`config.mk`:
```
export PLATFORM = sky130hd
export DESIGN_NAME = serial_word_tx
export DESIGN_NICKNAME = d
export VERILOG_FILES = /design/src/rtl/comms_pkg.sv /design/src/rtl/baud_tick_gen.sv /design/src/rtl/serial_word_tx.sv
export SDC_FILE = /design/constraint.sdc
export NUM_CORES = 1
export LEC_CHECK = 0
export CORE_AREA = 5 5 65 67
export CTS_CLUSTER_DIAMETER = 100
export DETAILED_ROUTE_END_ITERATION = 6
export DIE_AREA = 0 0 70 72
export PLACE_DENSITY = 0.64
export SYNTH_ARGS = -nofsm -noshare
export SYNTH_HDL_FRONTEND = slang
export SYNTH_SLANG_ARGS = --single-unit
```
`constraint.sdc`:
```
create_clock -name clk -period 3.87 [get_ports clk]
set_input_delay 0.774 -clock clk [delete_from_list [all_inputs] [get_ports clk]]
set_output_delay 0.774 -clock clk [all_outputs]
set_load 0.03 [all_outputs]
```
`src/rtl/comms_pkg.sv`:
```
// Shared comms definitions: transmitter FSM encoding and default frame constants.
package comms_pkg;

  localparam int unsigned DEFAULT_WORD_SIZE       = 8;
  localparam int unsigned DEFAULT_WORD_SIZE_WIDTH = 4;
  localparam int unsigned DEFAULT_CLKS_PER_BIT    = 16;

  typedef enum logic [1:0] {
    IDLE  = 2'd0,
    START = 2'd1,
    DATA  = 2'd2,
    STOP  = 2'd3
  } tx_state_e;

endpackage : comms_pkg

```
`src/rtl/baud_tick_gen.sv`:
```
// Bit-period counter: counts 0..CLKS_PER_BIT-1 while enabled and flags the last cycle.
module baud_tick_gen #(
  parameter int unsigned CLKS_PER_BIT = 16
) (
  input  logic clk,
  input  logic rst,
  input  logic clear,
  input  logic enable,
  output logic tick_c
);

  localparam int unsigned CNT_W = (CLKS_PER_BIT > 1) ? $clog2(CLKS_PER_BIT) : 1;
  localparam logic [CNT_W-1:0] LAST_CNT = CNT_W'(CLKS_PER_BIT - 1);

  logic [CNT_W-1:0] cnt;

  assign tick_c = enable && (cnt == LAST_CNT);

  // Clear has priority so a new frame always starts on a full bit period.
  always_ff @(posedge clk or posedge rst) begin
    if (rst) begin
      cnt <= '0;
    end else if (clear) begin
      cnt <= '0;
    end else if (enable) begin
      cnt <= tick_c ? '0 : cnt + CNT_W'(1);
    end
  end

endmodule : baud_tick_gen

```
`src/rtl/serial_word_tx.sv`:
```
// Serial word transmitter: start bit, WORD_SIZE data bits LSB first, stop bit,
// each held CLKS_PER_BIT cycles, with a valid/ready word input.
module serial_word_tx
  import comms_pkg::*;
#(
  parameter int unsigned WORD_SIZE       = DEFAULT_WORD_SIZE,
  parameter int unsigned WORD_SIZE_WIDTH = DEFAULT_WORD_SIZE_WIDTH,
  parameter int unsigned CLKS_PER_BIT    = DEFAULT_CLKS_PER_BIT
) (
  input  logic                 clk,
  input  logic                 reset,
  input  logic [WORD_SIZE-1:0] tx_data,
  input  logic                 tx_valid,
  output logic                 tx_ready,
  output logic                 tx_serial,
  output logic                 tx_busy,
  output logic                 tx_done
);

  localparam logic [WORD_SIZE_WIDTH-1:0] LAST_BIT = WORD_SIZE_WIDTH'(WORD_SIZE - 1);

  tx_state_e                  state;
  logic [WORD_SIZE-1:0]       shift_reg;
  logic [WORD_SIZE_WIDTH-1:0] bit_cnt;
  logic                       baud_tick_c;
  logic                       accept_c;
  logic                       baud_clear_c;

  assign accept_c     = tx_valid && tx_ready;
  assign baud_clear_c = (state == IDLE);

  baud_tick_gen #(
    .CLKS_PER_BIT(CLKS_PER_BIT)
  ) u_baud (
    .clk   (clk),
    .rst   (reset),
    .clear (baud_clear_c),
    .enable(tx_busy),
    .tick_c(baud_tick_c)
  );

  // Frame FSM; tx_serial is updated on the edge that starts each bit so it stays a pure flop.
  always_ff @(posedge clk or posedge reset) begin
    if (reset) begin
      state     <= IDLE;
      shift_reg <= '0;
      bit_cnt   <= '0;
      tx_serial <= 1'b1;
      tx_ready  <= 1'b1;
      tx_busy   <= 1'b0;
      tx_done   <= 1'b0;
    end else begin
      tx_done <= 1'b0;
      case (state)
        IDLE: begin
          if (accept_c) begin
            shift_reg <= tx_data;
            tx_serial <= 1'b0;
            tx_ready  <= 1'b0;
            tx_busy   <= 1'b1;
            state     <= START;
          end
        end
        START: begin
          if (baud_tick_c) begin
            tx_serial <= shift_reg[0];
            shift_reg <= shift_reg >> 1;
            bit_cnt   <= '0;
            state     <= DATA;
          end
        end
        DATA: begin
          if (baud_tick_c) begin
            if (bit_cnt == LAST_BIT) begin
              tx_serial <= 1'b1;
              state     <= STOP;
            end else begin
              tx_serial <= shift_reg[0];
              shift_reg <= shift_reg >> 1;
              bit_cnt   <= bit_cnt + WORD_SIZE_WIDTH'(1);
            end
          end
        end
        STOP: begin
          if (baud_tick_c) begin
            tx_ready <= 1'b1;
            tx_busy  <= 1'b0;
            tx_done  <= 1'b1;
            state    <= IDLE;
          end
        end
        default: state <= IDLE;
      endcase
    end
  end

endmodule : serial_word_tx
```
==> results of run 1 <==
cell usage in the layout (no fill, tap or decap), drive strengths merged, types with 2 or more instances in the layout:
| master | n |
|---|---|
| a21boi | 2 |
| a21oi | 7 |
| clkbuf | 4 |
| clkdlybuf4s50 | 14 |
| dfrtp | 20 |
| dfstp | 2 |
| ha | 6 |
| inv | 4 |
| mux2 | 17 |
| mux2i | 2 |
| nand2 | 14 |
| nor2 | 8 |
| o21ai | 12 |
cell type report:
cell class              instances  area [sq um]
well taps                      48          60.1
multi-input cells              84           629
flip-flops and latches         22           553
inverters                       4          15.0
fillers                       367          2150
repair buffers                 14           140
clock buffers                   4          26.3
where the power goes:
group | internal (mW) | switching [mW] | leakage [nW]
clock network | 0.0404 | 0.0726 | 0.0150
logic | 0.00897 | 0.00603 | 0.362
registers | 0.230 | 0 | 0.295
total | 0.279 | 0.0786 | 0.672
metal layers:
metal  global-route usage (%)  routed length (microns)  up-vias  share of wire, %
li1                         -                        -      430                 -
met1                     12.1                     1060      434                46
met2                     16.6                     1130       14                49
met3                     3.88                       79        6               3.4
met4                     5.11                       44        0               1.9
met5                        0                        0        -                 0
metrics by stage:
step | setup WS, ns | cells
2_1_floorplan | 2.15 | 115
3_3_place_gp | 1.68 | 172
3_5_place_dp | 1.62 | 172
4_1_cts | 1.46 | 176
5_1_grt | 1.38 | 176
6_report | 1.46 | 176
worst register-to-register path, cell delays in order, from the launching register on:
cell and delay, ns:
dfrtp_1 0.42, inv_1 0.11, ha_1 0.34, a21boi_1 0.29, nor2_1 0.13, o21ai_4 0.15, mux2_2 0.38
cells by family (layout without fill, tap and decap cells):
logic type / count (synthesis) / in the layout / synth area share (%)
buffers and inverters: 9 / 22 / 3.57
muxes: 19 / 19 / 17.6
and+or+nand+nor: 32 / 32 / 13.5
xor gates and xnor gates: 1 / 1 / 0.714
adders and majority gates: 6 / 6 / 6.12
DFF: 22 / 22 / 45.1
AOI/OAI and AO/OA: 26 / 26 / 13.5
how the worst min path moves through the flow:
stage          slack [ns]  cells after the start                       end                      from
3_3_place_gp         0.47                      2      tx_ready$_DFFE_PP1P_      tx_ready$_DFFE_PP1P_
5_1_grt              0.52                      2      tx_ready$_DFFE_PP1P_      tx_ready$_DFFE_PP1P_
6_report             0.50                      2      tx_ready$_DFFE_PP1P_      tx_ready$_DFFE_PP1P_
4_1_cts              0.50                      2      tx_ready$_DFFE_PP1P_      tx_ready$_DFFE_PP1P_
2_1_floorplan        0.47                      1  shift_reg[1]$_DFFE_PP0P_  shift_reg[1]$_DFFE_PP0P_
3_5_place_dp         0.48                      2      tx_ready$_DFFE_PP1P_      tx_ready$_DFFE_PP1P_
==> impl_metrics.csv, run 1 <==
group,metric,value,unit
yosys,netlist_area,1230,sq um
drt,first_pass_iters,4,
finish,syn_to_final_growth,16.1,%
timing,whs,0.502,ns
worst_setup_path,cp_top_family,"buffers and inverters",
clock_tree,htreeDepth,1,
global_route,grt_pass1_wl,4140,microns
worst_hold_path,hold_class,"flop to flop",
drt,wl_per_cell,13.1,microns
worst_setup_path,path_class,"flop to primary output",
clock_tree,cts_setup_buffers,0,
clock_tree,cts_resized,0,
worst_setup_path,cp.required,3.10,ns
drt,vias_per_cell,5.02,
floorplanning,die_h,72,microns
drt,routed_wl,2310,microns
worst_setup_path,crit_cells,1,
global_route,gr-usage-all-layers,10.3,%
worst_setup_path,crit_end,"tx_busy",
yosys,synth_cell_types,35,
worst_setup_path,rr_worst_depth,6,
floorplanning,die_area,5040,sq um
worst_setup_path,path_cells,"clkdlybuf4s50_1",
floorplanning,io_pins,15,
drt,ant_nets,0,
yosys,seq_area_frac_synth,45.1,%
worst_setup_path,path_buf_inv,1,
worst_setup_path,startpoint_type,"flop",
timing,fmax,0.414,GHz
finish,diodes,0,
clock_tree,root_buffer,"clkbuf_4",
worst_setup_path,r2r_slack,1.95,ns
global_route,grt_overflow,0,
worst_setup_path,cp_data_arrival_time,1.64,ns
yosys,synth_warnings,0,
yosys,synth_top_cells_by_count,"dfrtp_1, mux2_2, nand2_1",
yosys,synth_ff_type,"dfrtp_1",
clock_tree,cts_buffer_depth,2,
worst_setup_path,r2r-end,"shift_reg[7]$_DFFE_PP0P_",
timing,fin_crit_sh,62.4,%
drt,num_vias,884,
timing,hold_viol_final,0,
finish,final_area,1420,sq um
placement,port_buffers,14,
clock_tree,clk_pin_slew_worst_paths,0.12,ns
power_and_ir_drop,vdd_drop_max,0.000137,V
worst_setup_path,crit_fanout,10,
yosys,synth_top_cell_by_area,"dfrtp_1",
clock_tree,cts_sinks,22,
clock_tree,worstSkewPairLatency,0.31,ns
power_and_ir_drop,leakage,0.672,nW
floorplanning,die-width,70,microns
job,drv_cap,0,
worst_setup_path,r2r-start,"state[0]$_DFFE_PP0P_",
outcome,status,"finished, final reports clean",
yosys,synthArstFlopShare,100,%
yosys,yosysTopAreaCellShare,40.8,%
floorplanning,core-area,3580,sq um
worst_setup_path,cpPeakStageDelay,0.75,ns
timing,setup_viol,0,
yosys,syn_nets,132,
finish,final_core_util,39.8,%
placement,gp_congestion,0.778,
floorplanning,start_util,34.3,%
timing,maxSlewHeadroom,42.7,%
yosys,synth_cells,115,
global_route,grt_pass1_vias,955,
power_and_ir_drop,power_density,251,nW/um^2
timing,rsz0062_at_grt,"no",
yosys,synth-edff-count,0,
global_route,grt_max_degree,23,
yosys,yosys_register_bits,22,
clock_tree,cts_tree,"done",
drt,drc,0,
placement,dpl_cell_area,1400,sq um
clock_tree,cts_made_buffers,3,
yosys,synthTopCellsByArea,"dfrtp_1, mux2_2, ha_1",
power_and_ir_drop,power,358,uW
timing,period_minus_slack,2.41,ns
timing,finalMaxSlewViolations,0,
global_route,antenna_found_initial,0,
worst_setup_path,endpoint_kind,"primary output",
clock_tree,cts.hold.buffers_added,0,
timing,final.setup.tns,0,ns
yosys,syn_area_per_cell,10.7,sq um
yosys,yosysMostFrequentCell,"dfrtp_1",
timing,worstMarginPinSlew,0.859,ns
timing,skew,0.00141,ns
finish,largest_reg_flops,8,
worst_setup_path,crit_start,"tx_busy$_DFFE_PP0P_",
placement,dp_hpwl,1680,microns
finish,nNetsFinal,146,
drt,dr.first_iter.drc_count,56,
worst_setup_path,cp_slowest_cell,"clkdlybuf4s50_1",
finish,layout-drive-gt1-share,20.3,%
floorplanning,num_rows,22,
Power figures use the tool's default switching activity.
==> inputs of run 2 (changes only) <==
- PLACE_DENSITY: 0.64 -> 0.66
- clock period: 3.87 -> 2.1 ns (I/O delays scaled with it)
==> run 2 against run 1 <==
Non-clock buffer count is 2 higher. Worst setup slack got worse by 1.3 ns. Register-to-register slack worse by 1.7 ns. Sequential power is 84% higher. Die area is the same. Clock power up 110%. Final area up 1.8%.
==> impl_metrics.csv, run 2 (synthesized netlist as in run 1, its figures left out) <==
group,metric,value,unit
global_route,grt_overflow,0,
floorplanning,die_h,72,microns
worst_setup_path,path_cells,"clkdlybuf4s50_1",
global_route,gr-usage-all-layers,9.13,%
floorplanning,num_rows,22,
worst_setup_path,cp.required,1.68,ns
finish,largest_reg_flops,8,
timing,final.setup.tns,0,ns
timing,hold_viol_final,0,
worst_setup_path,startpoint_type,"flop",
finish,final_cell_mix,"dfrtp_1, mux2_2, nand2_1, clkdlybuf4s50_1, o21ai_0",
clock_tree,cts_sinks,22,
clock_tree,cts_tree,"done",
global_route,grt_pass1_wl,3780,microns
clock_tree,cts_setup_buffers,0,
finish,syn_to_final_growth,18.3,%
timing,setup_viol,0,
timing,skew,0.00264,ns
worst_setup_path,path_class,"flop to primary output",
drt,drc,0,
clock_tree,htreeDepth,1,
power_and_ir_drop,leakage,0.687,nW
floorplanning,start_util,34.3,%
drt,vias_per_cell,4.85,
power_and_ir_drop,vdd_drop_max,0.000279,V
drt,routed_wl,2220,microns
timing,maxSlewHeadroom,76.2,%
finish,layout-drive-gt1-share,23.1,%
placement,pre_cts_ws,0.198,ns
drt,wl_per_cell,12.5,microns
worst_setup_path,path_buf_inv,1,
job,drv_cap,0,
timing,worstMarginPinSlew,0.357,ns
worst_setup_path,cp_data_arrival_time,1.56,ns
clock_tree,cts_resized,0,
floorplanning,die_area,5040,sq um
finish,nFillCells,361,
global_route,grt_pass1_vias,885,
drt,ant_nets,0,
finish,final_common_cell,"dfrtp_1",
clock_tree,cts_made_buffers,3,
clock_tree,worstSkewPairLatency,0.31,ns
clock_tree,root_buffer,"clkbuf_4",
timing,whs,0.434,ns
drt,dr.first_iter.drc_count,30,
global_route,grt_max_degree,23,
timing,setup_slack,0.116,ns
finish,nNetsFinal,148,
placement,port_buffers,14,
floorplanning,io_pins,15,
floorplanning,core-area,3580,sq um
worst_hold_path,hold_class,"primary input to async pin",
worst_setup_path,crit_fanout,5,
timing,fmax,0.504,GHz
worst_setup_path,endpoint_kind,"primary output",
timing,period_minus_slack,1.98,ns
power_and_ir_drop,power_density,474,nW/um^2
timing,fin_crit_sh,94.5,%
placement,dp_hpwl,1710,microns
worst_setup_path,cpPeakStageDelay,0.67,ns
global_route,antenna_found_initial,0,
placement,dpl_cell_area,1410,sq um
worst_setup_path,cp_top_family,"buffers and inverters",
finish,diodes,0,
timing,finalMaxSlewViolations,0,
timing,rsz0062_at_grt,"no",
drt,first_pass_iters,4,
finish,final_core_util,40.5,%
finish,final_area,1450,sq um
drt,num_vias,863,
floorplanning,die-width,70,microns
clock_tree,cts_buffer_depth,2,
clock_tree,clk_pin_slew_worst_paths,0.12,ns
outcome,status,"finished, final reports clean",
placement,gp_congestion,0.723,
worst_setup_path,cp_slowest_cell,"clkdlybuf4s50_1",
clock_tree,cts.hold.buffers_added,0,
## run 2: cell types whose count changed in the layout (fill, tap and decap cells not counted), sizes merged
cell,delta
buf,+2
## run 2: path summary, 6_finish.rpt
kind / slack, ns / to / cells past startpoint / from
worst max-delay path: 0.12 / tx_ready / 1 / tx_ready$_DFFE_PP1P_
worst min-delay path: 0.43 / u_baud.cnt[1]$_DFFE_PP0P_ / 3 / reset
worst max register to register: 0.29 / shift_reg[7]$_DFFE_PP0P_ / 5 / bit_cnt[0]$_DFFE_PP0P_
worst min register to register: 0.51 / tx_ready$_DFFE_PP1P_ / 2 / tx_ready$_DFFE_PP1P_
max in group asynchronous: 1.39 / tx_serial$_DFFE_PP1P_ / 3 / reset
min in group clk: 0.51 / tx_ready$_DFFE_PP1P_ / 2 / tx_ready$_DFFE_PP1P_
## run 2: per-layer routing
layer | global-route usage (%) | vias up | share of wire [%]
li1 | - | 438 | -
met1 | 10.3 | 406 | 45
met2 | 16.8 | 14 | 50
met3 | 2.63 | 5 | 4.1
met4 | 2.55 | 0 | 1.1
met5 | 0 | - | 0
## run 2: worst register-to-register path: stages, from the launching register on
cell     delay, ns
dfrtp_1       0.43
ha_1          0.21
and3b_1       0.31
nor2_2        0.10
o21ai_4       0.30
mux2_2        0.38
## run 2: area by class of cell
type	count	area (sq um)	area share, %
repair buffers	16	155	10.7
inverters	4	15.0	1.04
well taps	48	60.1	4.14
flip-flops and latches	22	554	38.2
multi-input cells	84	629	43.4
clock buffers	4	36.3	2.50
## run 2: report_power, final
part           internal (mW)  switching (mW)
Combinational         0.0178          0.0114
Clock                  0.106           0.129
Sequential             0.424               0
Total                  0.547           0.140
## run 2: metrics by stage
step | power (mW) | instances
2_1_floorplan | 0.438 | 115
3_3_place_gp | 0.461 | 174
3_5_place_dp | 0.461 | 174
4_1_cts | 0.694 | 178
5_1_grt | 0.716 | 178
6_report | 0.688 | 178
==> inputs of run 3 (changes only) <==
- CORE_AREA: 5 5 65 67 -> 3 3 63 65
- DIE_AREA: 0 0 70 72 -> 0 0 66 68
==> run 3 against run 2 <==
Register-to-register slack worse by 0.02 ns. Highest routed layer unchanged. Critical path type unchanged. Sequential share of layout area rose by 0.43 points. Worst setup slack improved by 0.0041 ns.
==> impl_metrics.csv, run 3 (synthesized netlist as in run 1, its figures left out) <==
group,metric,value,unit
outcome,status,"finished, final reports clean",
clock_tree,cts.hold.buffers_added,0,
timing,worstMarginPinSlew,0.360,ns
placement,port_buffers,14,
worst_setup_path,path_class,"flop to primary output",
worst_setup_path,crit_cells,1,
drt,top_layer_used,"met4",
floorplanning,die_h,68,microns
worst_setup_path,cp_slowest_cell,"clkdlybuf4s50_1",
drt,dr_wl_met3,78,microns
floorplanning,start_util,36.2,%
placement,gp_congestion,0.736,
timing,period_minus_slack,1.98,ns
timing,finalMaxSlewViolations,0,
worst_setup_path,cp_data_arrival_time,1.56,ns
worst_setup_path,path_buf_inv,1,
drt,first_pass_iters,4,
timing,setup_viol,0,
floorplanning,die_area,4490,sq um
global_route,grt_pass1_vias,916,
worst_setup_path,cp_top_family,"buffers and inverters",
worst_hold_path,hold_class,"primary input to async pin",
finish,nNetsFinal,148,
placement,dpl_cell_area,1410,sq um
timing,fmax,0.505,GHz
drt,dr_wl_met2,1010,microns
drt,vias_per_cell,4.97,
floorplanning,die-width,66,microns
worst_setup_path,path_cells,"clkdlybuf4s50_1",
worst_setup_path,crit_fanout,5,
worst_setup_path,rr_worst_depth,5,
clock_tree,cts_made_buffers,3,
clock_tree,clk_pin_slew_worst_paths,0.11,ns
floorplanning,num_rows,21,
clock_tree,cts_resized,0,
worst_setup_path,startpoint_type,"flop",
global_route,gr-usage-all-layers,11.1,%
power_and_ir_drop,leakage,0.680,nW
clock_tree,cts_tree,"done",
finish,nFillCells,332,
clock_tree,htreeDepth,1,
drt,num_vias,870,
drt,ant_nets,0,
clock_tree,root_buffer,"clkbuf_4",
worst_setup_path,endpoint_kind,"primary output",
finish,final_core_util,42.3,%
global_route,grt_max_degree,23,
clock_tree,cts_sinks,22,
floorplanning,io_pins,15,
global_route,grt_pass1_wl,3850,microns
finish,final_common_cell,"dfrtp_1",
power_and_ir_drop,vdd_drop_max,0.000168,V
timing,rsz0062_at_grt,"no",
finish,largest_reg_flops,8,
drt,routed_wl,2110,microns
global_route,antenna_found_initial,0,
global_route,grt_overflow,0,
clock_tree,worstSkewPairLatency,0.30,ns
drt,wl_per_cell,12.1,microns
power_and_ir_drop,power_density,447,nW/um^2
timing,maxSlewHeadroom,76.0,%
timing,skew,0.00255,ns
timing,fin_crit_sh,94.3,%
worst_setup_path,cpPeakStageDelay,0.68,ns
job,drv_cap,0,
clock_tree,cts_setup_buffers,0,
finish,final_cell_mix,"dfrtp_1, mux2_2, nand2_1, clkdlybuf4s50_1, o21ai_0",
floorplanning,core-area,3390,sq um
power_and_ir_drop,power,640,uW
finish,diodes,0,
worst_setup_path,cp.required,1.68,ns
placement,dp_hpwl,1590,microns
finish,final_area,1430,sq um
finish,syn_to_final_growth,16.9,%
drt,met1_length,988,microns
timing,final.setup.tns,0,ns
finish,layout-drive-gt1-share,22.5,%
drt,dr.first_iter.drc_count,19,
drt,drc,0,
clock_tree,cts_buffer_depth,2,
timing,hold_viol_final,0,
-- run 3: cell count changes in the layout (fill, tap and decap cells not counted), sizes merged --
cell / delta
clkbuf: -1
-- run 3: where the power goes --
group	internal, mW	total [mW]	switching, mW
clock network	0.0669	0.188	0.121
registers	0.424	0.424	0
logic	0.0178	0.0285	0.0107
-- run 3: final cells by class --
class / count / area, sq um / area share [%]
Clock buffer: 3 / 22.5 / 1.57
Inverter: 4 / 15.0 / 1.05
Multi-Input combinational cell: 84 / 629 / 43.9
Sequential cell: 22 / 554 / 38.7
Tap cell: 46 / 57.6 / 4.01
Timing Repair Buffer: 16 / 155 / 10.8
-- run 3: metrics by stage --
| stage | instances | setup WS, ns | hold slack [ns] |
|---|---|---|---|
| final | 175 | 0.120 | 0.437 |
| after global routing | 175 | 0.0761 | 0.505 |
| after CTS | 175 | 0.0351 | 0.443 |
| after detailed placement | 172 | 0.206 | 0.477 |
| after global placement | 172 | 0.246 | 0.467 |
| after floorplan | 115 | 0.381 | 0.408 |
-- run 3: per-layer routing --
layer	GRT usage (%)	up-vias
met5	0	-
met1	12.0	414
met3	2.46	5
met2	21.3	15
li1	-	436
met4	3.81	0
-- run 3: path summary, 6_finish.rpt --
path	from	endpoint	slack (ns)
max in group asynchronous	reset	tx_serial$_DFFE_PP1P_	1.39
worst min-delay path	reset	shift_reg[6]$_DFFE_PP0P_	0.44
worst min register to register	tx_ready$_DFFE_PP1P_	tx_ready$_DFFE_PP1P_	0.49
worst max-delay path	tx_ready$_DFFE_PP1P_	tx_ready	0.12
min in group clk	tx_ready$_DFFE_PP1P_	tx_ready$_DFFE_PP1P_	0.49
worst max register to register	bit_cnt[0]$_DFFE_PP0P_	shift_reg[0]$_DFFE_PP0P_	0.27
